==> src/rtl/hci_arb_policy_ctrl_pkg.sv <==
// Shared types and constants for the HCI arbitration-policy controller.
package hci_arb_policy_ctrl_pkg;

  typedef enum logic [1:0] {
    NORMAL = 2'd0,
    BOOST  = 2'd1,
    GUARD  = 2'd2
  } hci_arbctl_state_e;

  // Value of the crossbar policy select that gives the core group (CH0) priority.
  localparam logic HCI_ARB_CH0_PRIO = 1'b0;

endpackage

==> src/rtl/hci_arb_policy_ctrl_if.sv <==
// Monitored requester handshakes of both channel groups plus the policy driven back to the crossbar.
// req/gnt: a requester is served in a cycle where req and gnt are both high; req high with gnt low is a stall.
interface hci_arb_policy_ctrl_if #(
    parameter int unsigned N_CH0 = 16,
    parameter int unsigned N_CH1 = 4
);
    logic [N_CH0-1:0] ch0_req;
    logic [N_CH0-1:0] ch0_gnt;
    logic [N_CH1-1:0] ch1_req;
    logic [N_CH1-1:0] ch1_gnt;
    logic             prio;
    logic             boost;

    modport master (
        output ch0_req, ch0_gnt, ch1_req, ch1_gnt,
        input  prio, boost
    );

    modport slave (
        input  ch0_req, ch0_gnt, ch1_req, ch1_gnt,
        output prio, boost
    );
endinterface

==> src/rtl/hci_arb_policy_ctrl_sat_counter.sv <==
// Saturating up-counter with synchronous clear; clear wins over increment.
module hci_sat_counter #(
    parameter int unsigned W = 8
) (
    input  logic         clk_i,
    input  logic         rst_ni,
    input  logic         clr_i,
    input  logic         inc_i,
    output logic [W-1:0] cnt_o
);

    always_ff @(posedge clk_i or negedge rst_ni) begin
        if (!rst_ni) begin
            cnt_o <= '0;
        end else if (clr_i) begin
            cnt_o <= '0;
        end else if (inc_i && (cnt_o != '1)) begin
            cnt_o <= cnt_o + W'(1);
        end
    end

endmodule

==> src/rtl/hci_arb_policy_ctrl.sv <==
// Dynamic CH0/CH1 priority controller: static policy, inverted for a bounded window when
// the low-priority group starves, followed by a guard interval before counting resumes.
module hci_arb_policy_ctrl
    import hci_arb_policy_ctrl_pkg::*;
#(
    parameter int unsigned N_CH0        = 16,
    parameter int unsigned N_CH1        = 4,
    parameter int unsigned CW           = 8,
    parameter int unsigned EW           = 16,
    parameter int unsigned GUARD_CYCLES = 4
) (
    input  logic                 clk_i,
    input  logic                 rst_ni,
    input  logic                 clear_i,
    input  logic                 enable_i,
    input  logic                 cfg_prio_i,
    input  logic [CW-1:0]        cfg_max_stall_i,
    input  logic [CW-1:0]        cfg_boost_len_i,
    hci_arb_policy_ctrl_if.slave bus,
    output logic [CW-1:0]        stall_cnt_o,
    output logic [EW-1:0]        boost_events_o,
    output hci_arbctl_state_e    state_o
);

    localparam logic [CW:0] GUARD_LIM = (CW+1)'(GUARD_CYCLES);

    hci_arbctl_state_e state_q;
    logic              prio_q, boost_q, prio_cfg_q;
    logic [CW-1:0]     stall_cnt, boost_cnt, guard_cnt;

    logic ch0_stall, ch0_prog, ch0_any, ch1_stall, ch1_prog, ch1_any;
    logic lp_stall, lp_prog, lp_any, starved;
    logic prio_chg, flush, boost_hit, boost_done, guard_done;
    logic [CW-1:0] boost_len_eff;
    logic [CW:0]   stall_p1, boost_p1, guard_p1;
    logic stall_clr, stall_inc, boost_clr, boost_inc, guard_clr, guard_inc, ev_clr, ev_inc;

    assign ch0_stall = |(bus.ch0_req & ~bus.ch0_gnt);
    assign ch0_prog  = |(bus.ch0_req &  bus.ch0_gnt);
    assign ch0_any   = |bus.ch0_req;
    assign ch1_stall = |(bus.ch1_req & ~bus.ch1_gnt);
    assign ch1_prog  = |(bus.ch1_req &  bus.ch1_gnt);
    assign ch1_any   = |bus.ch1_req;

    // The monitored group is whichever one currently lacks priority.
    always_comb begin
        lp_stall = ch1_stall;
        lp_prog  = ch1_prog;
        lp_any   = ch1_any;
        if (cfg_prio_i != HCI_ARB_CH0_PRIO) begin
            lp_stall = ch0_stall;
            lp_prog  = ch0_prog;
            lp_any   = ch0_any;
        end
    end

    assign starved       = lp_stall & ~lp_prog;
    assign prio_chg      = cfg_prio_i != prio_cfg_q;
    assign flush         = clear_i | ~enable_i | prio_chg;
    assign boost_len_eff = (cfg_boost_len_i == '0) ? CW'(1) : cfg_boost_len_i;
    assign stall_p1      = {1'b0, stall_cnt} + (CW+1)'(1);
    assign boost_p1      = {1'b0, boost_cnt} + (CW+1)'(1);
    assign guard_p1      = {1'b0, guard_cnt} + (CW+1)'(1);
    assign boost_hit     = (cfg_max_stall_i != '0) && starved && (stall_p1 >= {1'b0, cfg_max_stall_i});
    assign boost_done    = (boost_p1 >= {1'b0, boost_len_eff}) || !lp_any;
    assign guard_done    = guard_p1 >= GUARD_LIM;

    always_comb begin
        stall_inc = 1'b0;
        boost_inc = 1'b0;
        guard_inc = 1'b0;
        stall_clr = 1'b1;
        boost_clr = 1'b1;
        guard_clr = 1'b1;
        ev_clr    = clear_i;
        ev_inc    = 1'b0;
        if (!flush) begin
            unique case (state_q)
                NORMAL: begin
                    stall_clr = !starved || boost_hit;
                    stall_inc = starved;
                    ev_inc    = boost_hit;
                end
                BOOST: begin
                    boost_clr = boost_done;
                    boost_inc = 1'b1;
                end
                GUARD: begin
                    guard_clr = guard_done;
                    guard_inc = 1'b1;
                end
                default: ;
            endcase
        end
    end

    hci_sat_counter #(.W(CW)) u_stall_cnt (.clk_i, .rst_ni, .clr_i(stall_clr), .inc_i(stall_inc), .cnt_o(stall_cnt));
    hci_sat_counter #(.W(CW)) u_boost_cnt (.clk_i, .rst_ni, .clr_i(boost_clr), .inc_i(boost_inc), .cnt_o(boost_cnt));
    hci_sat_counter #(.W(CW)) u_guard_cnt (.clk_i, .rst_ni, .clr_i(guard_clr), .inc_i(guard_inc), .cnt_o(guard_cnt));
    hci_sat_counter #(.W(EW)) u_boost_evt (.clk_i, .rst_ni, .clr_i(ev_clr), .inc_i(ev_inc), .cnt_o(boost_events_o));

    always_ff @(posedge clk_i or negedge rst_ni) begin
        if (!rst_ni) begin
            state_q    <= NORMAL;
            prio_q     <= 1'b0;
            boost_q    <= 1'b0;
            prio_cfg_q <= 1'b0;
        end else begin
            prio_cfg_q <= cfg_prio_i;
            if (flush) begin
                state_q <= NORMAL;
                prio_q  <= cfg_prio_i;
                boost_q <= 1'b0;
            end else begin
                unique case (state_q)
                    NORMAL: begin
                        prio_q <= cfg_prio_i;
                        if (boost_hit) begin
                            state_q <= BOOST;
                            prio_q  <= ~cfg_prio_i;
                            boost_q <= 1'b1;
                        end
                    end
                    BOOST: begin
                        prio_q <= ~cfg_prio_i;
                        if (boost_done) begin
                            state_q <= GUARD;
                            prio_q  <= cfg_prio_i;
                            boost_q <= 1'b0;
                        end
                    end
                    GUARD: begin
                        prio_q <= cfg_prio_i;
                        if (guard_done) state_q <= NORMAL;
                    end
                    default: begin
                        state_q <= NORMAL;
                        prio_q  <= cfg_prio_i;
                        boost_q <= 1'b0;
                    end
                endcase
            end
        end
    end

    assign bus.prio    = prio_q;
    assign bus.boost   = boost_q;
    assign stall_cnt_o = stall_cnt;
    assign state_o     = state_q;

endmodule

==> src/flat_wrapper.sv <==
// flat-port wrapper written by rule: the top's interface ports become plain ports
module hci_arb_policy_ctrl_flat import hci_arb_policy_ctrl_pkg::*;
#(
    parameter int unsigned N_CH0        = 16,
    parameter int unsigned N_CH1        = 4,
    parameter int unsigned CW           = 8,
    parameter int unsigned EW           = 16,
    parameter int unsigned GUARD_CYCLES = 4
)
  (clk_i, rst_ni, clear_i, enable_i, cfg_prio_i, cfg_max_stall_i, cfg_boost_len_i, stall_cnt_o, boost_events_o, state_o, bus_ch0_req, bus_ch0_gnt, bus_ch1_req, bus_ch1_gnt, bus_prio, bus_boost);
  hci_arb_policy_ctrl_if #(.N_CH0(N_CH0), .N_CH1(N_CH1)) bus_i ();
  input  logic clk_i;
  input  logic rst_ni;
  input  logic clear_i;
  input  logic enable_i;
  input  logic cfg_prio_i;
  input  logic [CW-1:0] cfg_max_stall_i;
  input  logic [CW-1:0] cfg_boost_len_i;
  output logic [CW-1:0] stall_cnt_o;
  output logic [EW-1:0] boost_events_o;
  output hci_arbctl_state_e state_o;
  input wire logic [$bits(bus_i.ch0_req)-1:0] bus_ch0_req;
  input wire logic [$bits(bus_i.ch0_gnt)-1:0] bus_ch0_gnt;
  input wire logic [$bits(bus_i.ch1_req)-1:0] bus_ch1_req;
  input wire logic [$bits(bus_i.ch1_gnt)-1:0] bus_ch1_gnt;
  output wire logic [$bits(bus_i.prio)-1:0] bus_prio;
  output wire logic [$bits(bus_i.boost)-1:0] bus_boost;
  assign bus_i.ch0_req = bus_ch0_req;
  assign bus_i.ch0_gnt = bus_ch0_gnt;
  assign bus_i.ch1_req = bus_ch1_req;
  assign bus_i.ch1_gnt = bus_ch1_gnt;
  assign bus_prio = bus_i.prio;
  assign bus_boost = bus_i.boost;
  hci_arb_policy_ctrl #(.N_CH0(N_CH0), .N_CH1(N_CH1), .CW(CW), .EW(EW), .GUARD_CYCLES(GUARD_CYCLES)) u_core (.clk_i(clk_i), .rst_ni(rst_ni), .clear_i(clear_i), .enable_i(enable_i), .cfg_prio_i(cfg_prio_i), .cfg_max_stall_i(cfg_max_stall_i), .cfg_boost_len_i(cfg_boost_len_i), .bus(bus_i), .stall_cnt_o(stall_cnt_o), .boost_events_o(boost_events_o), .state_o(state_o));
endmodule
==> config.mk <==
export PLATFORM = sky130hd
export DESIGN_NAME = hci_arb_policy_ctrl_flat
export DESIGN_NICKNAME = d
export VERILOG_FILES = /design/src/rtl/hci_arb_policy_ctrl_pkg.sv /design/src/rtl/hci_arb_policy_ctrl_if.sv /design/src/rtl/hci_arb_policy_ctrl_sat_counter.sv /design/src/rtl/hci_arb_policy_ctrl.sv /design/src/flat_wrapper.sv
export SDC_FILE = /design/constraint.sdc
export NUM_CORES = 1
export LEC_CHECK = 0
export ABC_AREA = 1
export CAP_MARGIN = 25
export CORE_UTILIZATION = 54
export CTS_CLUSTER_DIAMETER = 50
export CTS_CLUSTER_SIZE = 20
export DETAILED_ROUTE_END_ITERATION = 8
export MAX_ROUTING_LAYER = met4
export PLACE_DENSITY = 0.95
export SYNTH_ARGS = -nofsm -noshare
export SYNTH_HDL_FRONTEND = slang
export SYNTH_SLANG_ARGS = --single-unit
==> constraint.sdc <==
create_clock -name clk_i -period 4.97 [get_ports clk_i]
set_clock_uncertainty 0.2 [all_clocks]
set_input_delay 0.994 -clock clk_i [delete_from_list [all_inputs] [get_ports clk_i]]
set_output_delay 0.994 -clock clk_i [all_outputs]
set_load 0.01 [all_outputs]
==> impl_metrics.csv <==
group,metric,value,unit
status,outcome,"finished clean",
critical_path,rr_startpoint,"u_core.u_stall_cnt.cnt_o[0]$_DFFE_PN0P_",
timing,worst_slew_pin_slew,0.6314,ns
yosys,synth_edf_count,0,
global_routing,grt_start_max_net_pins,46,
power_and_ir_drop,leakage,2.327,nW
cts,ctsHoldBuffers,0,
route,detail_route.iter0.violations,154,
finish,layout_common_cells,"nand2_1, clkdlybuf4s50_1, nor2_1",
place,hpwlAfterDp,6.939,mm
timing,tns,0,ns
worst_hold_path,worst_hold_path_type,"flip-flop to flip-flop",
place,io_buffers,88,
critical_path,path_max_fanout,12,
cts,cts_resized,0,
job,max_cap_viol_count,0,
critical_path,crit_end,"u_core.state_o[1]$_DFFE_PN0P_",
floorplanning,fp-row-count,29,
critical_path,crit_type,"input port to flip-flop",
route,via_per_inst,5.226,
finish,drive_gt1_frac,0.04902,
yosys,yosys_most_used_dff,"dfrtp_1",
global_routing,antenna_found_initial,0,
cts,clock-root-buffer,"clkbuf_8",
power_and_ir_drop,power.density,171.8,nW/um^2
timing,slew_headroom,0.5778,
floorplanning,die_w,82.74,um
floorplanning,core-area,6314,um^2
global_routing,overflow,0,
timing,setup_viol,0,
route,wl,8.824,mm
finish,nets,693,
yosys,yosysUniqueCellTypes,40,
cts,clk_latency,0.30,ns
route,routedWlPerCell,12.81,um
place,finalWeightedCongestion,0.9941,
route,num_vias,3601,
critical_path,required,4.95,ns
finish,final_common_cell,"nand2_1",
critical_path,ff2ff_setup_slack,2.01,ns
global_routing,grt_pass1_vias,3262,
yosys,synth_top_area_cell,"dfrtp_1",
yosys,syn_area,3520,um^2
route,firstDrtPassIters,4,
critical_path,startpoint,"cfg_boost_len_i[1]",
power_and_ir_drop,ir_worst_vdd,0.1723,mV
cts,cts_buffer_depth,2,
timing,fmax,0.3057,GHz
floorplanning,ios,89,
cts,cts.sinks,45,
cts,post-cts-setup-buffer-count,0,
timing,slew_violations,0,
timing,final-hold-violation-count,0,
cts,cts_buffers,5,
critical_path,ff2ff_path_depth,19,
finish,diodes,0,
cts,tritoncts,"yes",
global_routing,grt_pass1_wl,13.80,mm
finish,area_delta_synth_final,30.82,%
route,ant_nets,0,
floorplanning,start_util,0.5575,
route,drc,0,
yosys,synthCells,517,
critical_path,cp.arrival,3.26,ns
yosys,synthDominantCellAreaShare,0.3199,
yosys,synthArstFlopShare,1.000,
critical_path,r2r-end,"u_core.u_boost_evt.cnt_o[11]$_DFFE_PN0P_",
finish,postLayoutCoreUtil,0.7293,
yosys,seq_area_frac_synth,0.3199,
yosys,ys_ff_latch,45,
critical_path,crit_path_end_kind,"flip-flop",
timing,finalCritPeriodShare,0.6582,
yosys,avgSynthCellArea,6.808,um^2
cts,cts_htree_levels,2,
timing,rsz0062_at_grt,"false",
yosys,netlist_top_cells_area,"dfrtp_1, nand2_1, nor2_1",
floorplanning,dieArea,6845,um^2
floorplanning,die_h,82.74,um
yosys,yosysWarnings,0,
cts,clk_pin_slew,0.08,ns
global_routing,grt_usage,0.2690,
critical_path,cp-start-kind,"input port",
timing,period_needed,3.271,ns
-- how the worst min path moves through the flow --
| stage | startpoint | end | slack [ns] | depth (start not counted) |
|---|---|---|---|---|
| floorplan | u_core.u_boost_cnt.cnt_o[0]$_DFFE_PN0P_ | u_core.u_boost_cnt.cnt_o[0]$_DFFE_PN0P_ | 0.26 | 1 |
| global placement | u_core.bus.boost$_DFFE_PN0P_ | u_core.bus.boost$_DFFE_PN0P_ | 0.27 | 2 |
| detailed placement | u_core.bus.boost$_DFFE_PN0P_ | u_core.bus.boost$_DFFE_PN0P_ | 0.28 | 2 |
| CTS | u_core.bus.boost$_DFFE_PN0P_ | u_core.bus.boost$_DFFE_PN0P_ | 0.30 | 2 |
| global route | rst_ni | u_core.u_boost_cnt.cnt_o[7]$_DFFE_PN0P_ | 0.33 | 1 |
| finish | u_core.bus.boost$_DFFE_PN0P_ | u_core.bus.boost$_DFFE_PN0P_ | 0.30 | 2 |
-- cell type report --
| type | instances | area [um^2] |
|---|---|---|
| Clock inverter | 1 | 30.03 |
| Multi-Input combinational cell | 391 | 2071 |
| Timing Repair Buffer | 89 | 895.9 |
| Sequential cell | 45 | 1126 |
| Clock buffer | 7 | 86.33 |
| Inverter | 79 | 299.0 |
| Fill cell | 468 | 1709 |
| Tap cell | 77 | 96.34 |
-- state kept, by name, summed over array words and instances (netlist names) --
name	count
u_core.state_o	2
u_core.u_stall_cnt.cnt_o	8
u_core.bus.prio	1
u_core.prio_cfg_q	1
u_core.u_boost_evt.cnt_o	16
u_core.u_boost_cnt.cnt_o	8
u_core.bus.boost	1
u_core.u_guard_cnt.cnt_o	8
-- worst max-delay path: stages --
cell	delay, ns
clkdlybuf4s50_1	0.42
nor4_1	0.28
a41o_1	0.20
ha_1	0.22
nand3_1	0.08
nand3_1	0.08
nand2_1	0.06
nand2_1	0.04
nand2_1	0.05
nand2_1	0.05
nand2_1	0.09
nand4_1	0.39
o211ai_1	0.24
inv_1	0.07
-- per-layer routing --
metal | vias to the layer above | wire, um | part of all wire | GRT usage
li1 | 1819 | - | - | -
met1 | 1654 | 3603 | 0.41 | 0.2933
met2 | 115 | 4478 | 0.51 | 0.4967
met3 | 13 | 640 | 0.073 | 0.04615
met4 | 0 | 102 | 0.012 | 0.07931
met5 | - | 0 | 0 | -
-- through the flow --
step | cell area, um^2 | power, mW | hold slack [ns] | worst slack [ns] | std cells
after floorplan | 3538 | 0.4374 | 0.2607 | 2.190 | 522
after global placement | 4468 | 0.5091 | 0.2702 | 1.488 | 680
after detailed placement | 4468 | 0.5141 | 0.2806 | 1.395 | 680
after CTS | 4584 | 0.7955 | 0.2992 | 1.703 | 688
after global routing | 4604 | 0.8276 | 0.3276 | 1.369 | 689
final | 4604 | 0.7912 | 0.2954 | 1.699 | 689
-- cells by family (layout without fill, tap and decap cells) --
logic type	Yosys count	count (layout)	share of synthesized area
AOI/OAI and AO/OA	34	34	0.05937
xor gates and xnor gates	26	26	0.06470
adders and majority gates	21	21	0.07465
buffers and inverters	86	176	0.09704
DFF	45	45	0.3199
other	1	6	0.001065
and+or+nand+nor	304	304	0.3832
-- report_power, final --
group / internal (mW) / total, mW / switching [mW]
registers: 0.370 / 0.375 / 0.00507
logic: 0.0684 / 0.134 / 0.0656
clock network: 0.164 / 0.282 / 0.118
-- synthesized netlist by cell type, types with 3 or more instances --
library cell  number
nor2_1            78
inv_1             73
a21oi_1           14
o21ai_1            6
nand3b_1           5
clkbuf_1           3
o211ai_1           3
inv_2              4
ha_1              21
nand2_1          140
nand3_1           46
dfrtp_1           45
xnor2_1            3
nor3_1             8
nor2_2             3
xor2_1            23
o21ai_0            3
nand4_1            9
(Power assumes the default switching activity.)
